**src/rtl/prod_accum_seq_if.sv**
```systemverilog
// Product-in / sum-out handshake bundle for prod_accum_seq, plus the frame clear and status.
// The master side drives products and accepts results; the slave side is the accumulator.
interface prod_accum_seq_if #(
  parameter int N     = 4,
  parameter int LEN   = 4,
  parameter int ACC_W = 2*N+4
);
  localparam int CW = $clog2(LEN) + 1;

  logic             clr;
  logic             prod_valid;
  logic             prod_ready;
  logic [2*N-1:0]   prod;
  logic             res_valid;
  logic             res_ready;
  logic [ACC_W-1:0] res;
  logic             ovf;
  logic [CW-1:0]    cnt;

  modport master (
    output clr, prod_valid, prod, res_ready,
    input  prod_ready, res_valid, res, ovf, cnt
  );

  modport slave (
    input  clr, prod_valid, prod, res_ready,
    output prod_ready, res_valid, res, ovf, cnt
  );
endinterface

```
**src/rtl/prod_accum_seq.sv**
```systemverilog
// Sums LEN consecutive 2N-bit products into a registered ACC_W-bit result with sticky overflow.
// res_valid rises on the edge accepting the LEN-th product; prod_ready stays low until the result is popped.
module prod_accum_seq #(
  parameter int N     = 4,
  parameter int LEN   = 4,
  parameter int ACC_W = 2*N+4
) (
  input logic             clk,
  input logic             rst_n,
  prod_accum_seq_if.slave bus
);
  localparam int CW = $clog2(LEN) + 1;

  localparam logic [0:0] ACCUM = 1'b0;
  localparam logic [0:0] HOLD  = 1'b1;

  localparam logic [CW-1:0] LAST = CW'(LEN - 1);

  logic [0:0]       state;
  logic [ACC_W-1:0] acc;
  logic [ACC_W-1:0] res_q;
  logic [ACC_W:0]   sum;
  logic [CW-1:0]    cnt_q;
  logic             ovf_q;
  logic             res_valid_q;
  logic             take;

  assign take = bus.prod_valid && (state == ACCUM);

  // The spare top bit of the adder is the carry out of the accumulator MSB.
  assign sum = {1'b0, acc} + (ACC_W+1)'(bus.prod);

  always_ff @(posedge clk or negedge rst_n) begin
    if (!rst_n) begin
      state       <= ACCUM;
      acc         <= '0;
      cnt_q       <= '0;
      res_q       <= '0;
      res_valid_q <= 1'b0;
      ovf_q       <= 1'b0;
    end else if (bus.clr) begin
      // Abort the frame and drop any pending result, but keep the last res value.
      state       <= ACCUM;
      acc         <= '0;
      cnt_q       <= '0;
      res_valid_q <= 1'b0;
      ovf_q       <= 1'b0;
    end else begin
      case (state)
        ACCUM: begin
          if (take) begin
            acc   <= sum[ACC_W-1:0];
            cnt_q <= cnt_q + CW'(1);
            if (sum[ACC_W]) begin
              ovf_q <= 1'b1;
            end
            if (cnt_q == LAST) begin
              res_q       <= sum[ACC_W-1:0];
              res_valid_q <= 1'b1;
              state       <= HOLD;
            end
          end
        end
        HOLD: begin
          if (bus.res_ready) begin
            res_valid_q <= 1'b0;
            acc         <= '0;
            cnt_q       <= '0;
            ovf_q       <= 1'b0;
            state       <= ACCUM;
          end
        end
        default: begin
          state <= ACCUM;
        end
      endcase
    end
  end

  assign bus.prod_ready = (state == ACCUM);
  assign bus.res_valid  = res_valid_q;
  assign bus.res        = res_q;
  assign bus.ovf        = ovf_q;
  assign bus.cnt        = cnt_q;
endmodule
```
**src/flat_wrapper.sv**
```systemverilog
// flat-port wrapper written by rule: the top's interface ports become plain ports
module prod_accum_seq_flat 
#(
  parameter int N     = 4,
  parameter int LEN   = 4,
  parameter int ACC_W = 2*N+4
)
  (clk, rst_n, bus_clr, bus_prod_valid, bus_prod, bus_res_ready, bus_prod_ready, bus_res_valid, bus_res, bus_ovf, bus_cnt);
  prod_accum_seq_if #(.N(N), .LEN(LEN), .ACC_W(ACC_W)) bus_i ();
  input logic clk;
  input logic rst_n;
  input wire logic [$bits(bus_i.clr)-1:0] bus_clr;
  input wire logic [$bits(bus_i.prod_valid)-1:0] bus_prod_valid;
  input wire logic [$bits(bus_i.prod)-1:0] bus_prod;
  input wire logic [$bits(bus_i.res_ready)-1:0] bus_res_ready;
  output wire logic [$bits(bus_i.prod_ready)-1:0] bus_prod_ready;
  output wire logic [$bits(bus_i.res_valid)-1:0] bus_res_valid;
  output wire logic [$bits(bus_i.res)-1:0] bus_res;
  output wire logic [$bits(bus_i.ovf)-1:0] bus_ovf;
  output wire logic [$bits(bus_i.cnt)-1:0] bus_cnt;
  assign bus_i.clr = bus_clr;
  assign bus_i.prod_valid = bus_prod_valid;
  assign bus_i.prod = bus_prod;
  assign bus_i.res_ready = bus_res_ready;
  assign bus_prod_ready = bus_i.prod_ready;
  assign bus_res_valid = bus_i.res_valid;
  assign bus_res = bus_i.res;
  assign bus_ovf = bus_i.ovf;
  assign bus_cnt = bus_i.cnt;
  prod_accum_seq #(.N(N), .LEN(LEN), .ACC_W(ACC_W)) u_core (.clk(clk), .rst_n(rst_n), .bus(bus_i));
endmodule
```
**config.mk**
```make
export PLATFORM = sky130hd
export DESIGN_NAME = prod_accum_seq_flat
export DESIGN_NICKNAME = d
export VERILOG_FILES = /design/src/rtl/prod_accum_seq_if.sv /design/src/rtl/prod_accum_seq.sv /design/src/flat_wrapper.sv
export SDC_FILE = /design/constraint.sdc
export NUM_CORES = 1
export LEC_CHECK = 0
export CAP_MARGIN = 20
export CORE_AREA = 2 2 57 59
export DETAILED_ROUTE_END_ITERATION = 8
export DIE_AREA = 0 0 59 61
export GPL_TIMING_DRIVEN = 0
export PLACE_DENSITY = 0.82
export SLEW_MARGIN = 25
export SYNTH_ARGS = -nofsm -noshare
export SYNTH_HDL_FRONTEND = slang
export SYNTH_SLANG_ARGS = --single-unit
```
**constraint.sdc**
```tcl
create_clock -name clk -period 5.95 [get_ports clk]
set_clock_uncertainty 0.2 [all_clocks]
set_input_delay 0.595 -clock clk [delete_from_list [all_inputs] [get_ports clk]]
set_output_delay 0.595 -clock clk [all_outputs]
set_load 0.02 [all_outputs]
```
==> results.yml <==
sta:
  setup_viol: 0
  tightestPinTransition_ns: 0.670
  period_minus_slack_ns: 2.71
  slew-limit-headroom: 0.553
  rsz0062_at_grt: "no"
  hold_viol: 0
  min_period_over_period: 0.456
  max_freq_mhz: 369
  fin_setup_tns_ns: 0
  slew_violations: 0
min_path:
  worstHoldPathType: "in -> async"
logic_synthesis:
  avgSynthCellArea_um2: 9.78
  synth_ff_type: "dfrtp_1"
  synth_area_leaders: "dfrtp_1 (47%), ha_1 (7.9%), o21ai_0 (7.6%), nand2_1 (5.9%), a21oi_1 (3.2%)"
  async_flop_share: 1.00
  muxShareOfSynthArea: 0.0142
  ys_types: 33
  synth_top_family_by_area: "compound AO/OA/AOI/OAI gates"
  synth_top_cell_by_area: "dfrtp_1"
  synth_nets: 186
  synthCells: 162
  synth-edff-count: 0
  synth-simple-area-share: 0.118
  yosys.area_share.xor_xnor: 0.0498
  synth_compound_area_frac: 0.223
  syn-cell-area_um2: 1580
  netlist.area_leader.share: 0.474
  yosysWarnings: 0
  seq_area_frac_synth: 0.474
  yosys_register_bits: 30
  synth_fa_ha_area_frac: 0.0916
drt:
  first_pass_iters: 5
  drt_iter0_markers: 55
  wirelength_mm: 3.60
  ant_nets: 0
  dr_total_vias: 1345
  via_per_inst: 5.77
  wire_per_inst_um: 15.5
  route.detailed.drc: 0
setup_path:
  worstSetupEndpointType: "flop"
  critPathRequiredTime_ns: 5.96
  crit_path_start_kind: "input pin"
  cp_num_buf_inv: 1
  max_stage_delay_ns: 0.42
  cp_cell_sequence: "clkdlybuf4s50_1 -> ha_1 -> fa_1 -> a21o_1 -> a221o_2 -> a31oi_4 -> xnor2_1 -> o21ai_1"
  rrSetupSlack_ns: 3.52
  worstPathMaxFanout: 5
  reg2reg_from: "u_core.acc[0]$_DFFE_PN0P_"
  cpLargestDelayFamily: "compound AO/OA/AOI/OAI gates"
  ff2ff_path_depth: 7
  crit_type: "in -> reg"
  r2r-end: "u_core.bus.res[8]$_DFFE_PN0P_"
  crit_arrival_ns: 2.73
  slowest_stage: "fa_1"
cells_and_area:
  register_area_um2: 751
  antenna_cells: 0
  fin_nets: 223
  syn_to_final_growth_pct: 25.0
  multiInputGateArea_um2: 787
  final_core_util: 0.671
  drive_above_1_share: 0.0750
  fillCellCount: 245
global_routing:
  grt_pass1_vias: 1360
  grt_max_degree: 31
  grt_pass1_wl_mm: 6.22
  grt_overflow_total: 0
  track_usage: 0.239
  grt_antenna_before_repair: 0
clock_tree:
  cts_buffers: 5
  cts_tree: "yes"
  cts_setup_buffers: 0
  insertion_delay_ns: 0.34
  cts.htree.levels: 2
  post_cts_resized: 0
  ctsLongestPathBuffers: 2
  clk_pin_slew_ns: 0.09
  cts-hold-fix-buffers: 0
  cts.sinks: 30
  ctsRootBufferMaster: "clkbuf_4"
floorplanning:
  die_area_um2: 3600
  start_util: 0.536
  coreArea_um2: 2950
  die_h_um: 61
  die_x_um: 59
  io_pins: 31
  rows: 20
place:
  portBuffers: 30
  place_congestion: 0.849
  dp_hpwl_mm: 2.70
flow_run:
  cap_violations: 0
power_and_ir_drop:
  powerDensity_nw_per_um2: 264
  ir_drop_mv: 0.138
  power.leakage_uw: 0.000876
outcome:
  outcome: "completed"
registers in the layout, indices dropped and copies added (netlist names):
signal                cells
u_core.bus.res           12
u_core.state              1
u_core.bus.cnt            3
u_core.bus.res_valid      1
u_core.bus.ovf            1
u_core.acc               12
cell type report:
cell class / instances / share of cell area
Multi-Input combinational cell: 120 / 0.397
Sequential cell: 30 / 0.379
Timing Repair Buffer: 30 / 0.149
Clock buffer: 7 / 0.0278
Tap cell: 33 / 0.0208
Buffer: 6 / 0.0120
Inverter: 6 / 0.0114
Clock inverter: 1 / 0.00253
metal layers:
layer  vias to the layer above  share of wire  track usage  wire, um
met3                        12          0.056       0.0682       203
met1                       638           0.43        0.294      1560
met5                         -              0            0         0
li1                        653              -            -         -
met4                         0          0.021        0.130        76
met2                        42           0.49        0.381      1760
cell usage after synthesis (all sizes together) (2+ instances only):
library cell,instances
dfrtp,30
o21ai,26
nand2,25
a21oi,10
ha,10
inv,6
clkbuf,5
nand3,5
nor2,5
xnor2,5
a21o,4
or3,4
xor2,4
a22o,3
mux2,2
o211ai,2
o31ai,2
where the power goes:
group          internal [uW]  switching (uW)  total (uW)
registers                225            13.7         239
logic                   69.3            85.6         155
clock network           57.1            71.5         129
total                    352             171         523
stage by stage:
step | power [uW] | hold slack [ns] | setup WS (ns) | cells | area [um2]
2_1_floorplan | 335 | 0.0994 | 3.44 | 162 | 1580
3_3_place_gp | 390 | 0.263 | 2.90 | 225 | 1930
3_5_place_dp | 397 | 0.273 | 2.88 | 225 | 1920
4_1_cts | 527 | 0.0872 | 3.25 | 233 | 1980
5_1_grt | 555 | 0.109 | 3.14 | 233 | 1980
6_report | 523 | 0.0788 | 3.24 | 233 | 1980
layout by cell type (no fill, tap or decap):
| master | netlist | layout |
|---|---|---|
| fa_1 | 1 | 1 |
| o41ai_1 | 1 | 1 |
| and3_1 | 1 | 1 |
| nand2_1 | 25 | 25 |
| a21o_1 | 4 | 4 |
| nand2b_1 | 1 | 1 |
| o21ai_0 | 24 | 24 |
| ha_1 | 10 | 10 |
| and2_1 | 1 | 1 |
| dfrtp_1 | 30 | 30 |
| o21ai_1 | 2 | 2 |
| a211o_1 | 1 | 1 |
| buf_2 | 1 | 2 |
| mux2_2 | 2 | 2 |
| a31oi_4 | 1 | 1 |
| o21bai_2 | 1 | 1 |
| a211oi_1 | 1 | 1 |
| clkdlybuf4s50_1 | 0 | 29 |
| nor3_1 | 1 | 1 |
| o31ai_1 | 2 | 2 |
| nand3_1 | 5 | 5 |
| xnor2_1 | 5 | 5 |
| clkinv_2 | 0 | 1 |
| o311ai_0 | 1 | 1 |
| clkbuf_4 | 0 | 5 |
| xor2_1 | 4 | 4 |
| or3_1 | 3 | 3 |
| or3_2 | 1 | 1 |
| inv_1 | 6 | 6 |
| nor2_1 | 5 | 5 |
| clkbuf_1 | 5 | 6 |
| a221o_2 | 1 | 1 |
| clkbuf_8 | 0 | 1 |
| a32oi_1 | 1 | 1 |
| a21oi_1 | 10 | 10 |
| o211ai_1 | 2 | 2 |
| a22o_1 | 3 | 3 |
worst max-delay path by stage:
stage | slack, ns | endpoint | from | cells after the start
final | 3.24 | u_core.bus.res[8]$_DFFE_PN0P_ | bus_prod[0] | 8
after global routing | 3.14 | u_core.acc[8]$_DFFE_PN0P_ | bus_prod[0] | 8
after CTS | 3.25 | u_core.bus.res[8]$_DFFE_PN0P_ | bus_prod[0] | 8
after detailed placement | 2.88 | u_core.bus.res[8]$_DFFE_PN0P_ | bus_prod[0] | 8
after global placement | 2.90 | u_core.bus.res[8]$_DFFE_PN0P_ | bus_prod[0] | 8
after floorplan | 3.44 | u_core.bus.res[8]$_DFFE_PN0P_ | bus_prod[0] | 7
worst reg2reg max path, cell delays in order, from the launching register on:
cell and delay [ns]:
dfrtp_1 0.39, ha_1 0.23, fa_1 0.42, a21o_1 0.20, a221o_2 0.40, a31oi_4 0.25, xnor2_1 0.14, o21ai_1 0.07
kinds of logic (layout without fill, tap and decap cells):
group / after synthesis / in the layout
AOI/OAI and AO/OA: 55 / 55
and+or+nand+nor: 43 / 43
DFF: 30 / 30
buffers and inverters: 12 / 50
adders and majority gates: 11 / 11
xor gates and xnor gates: 9 / 9
muxes: 2 / 2
No activity file was read; power rests on OpenSTA's default activity.
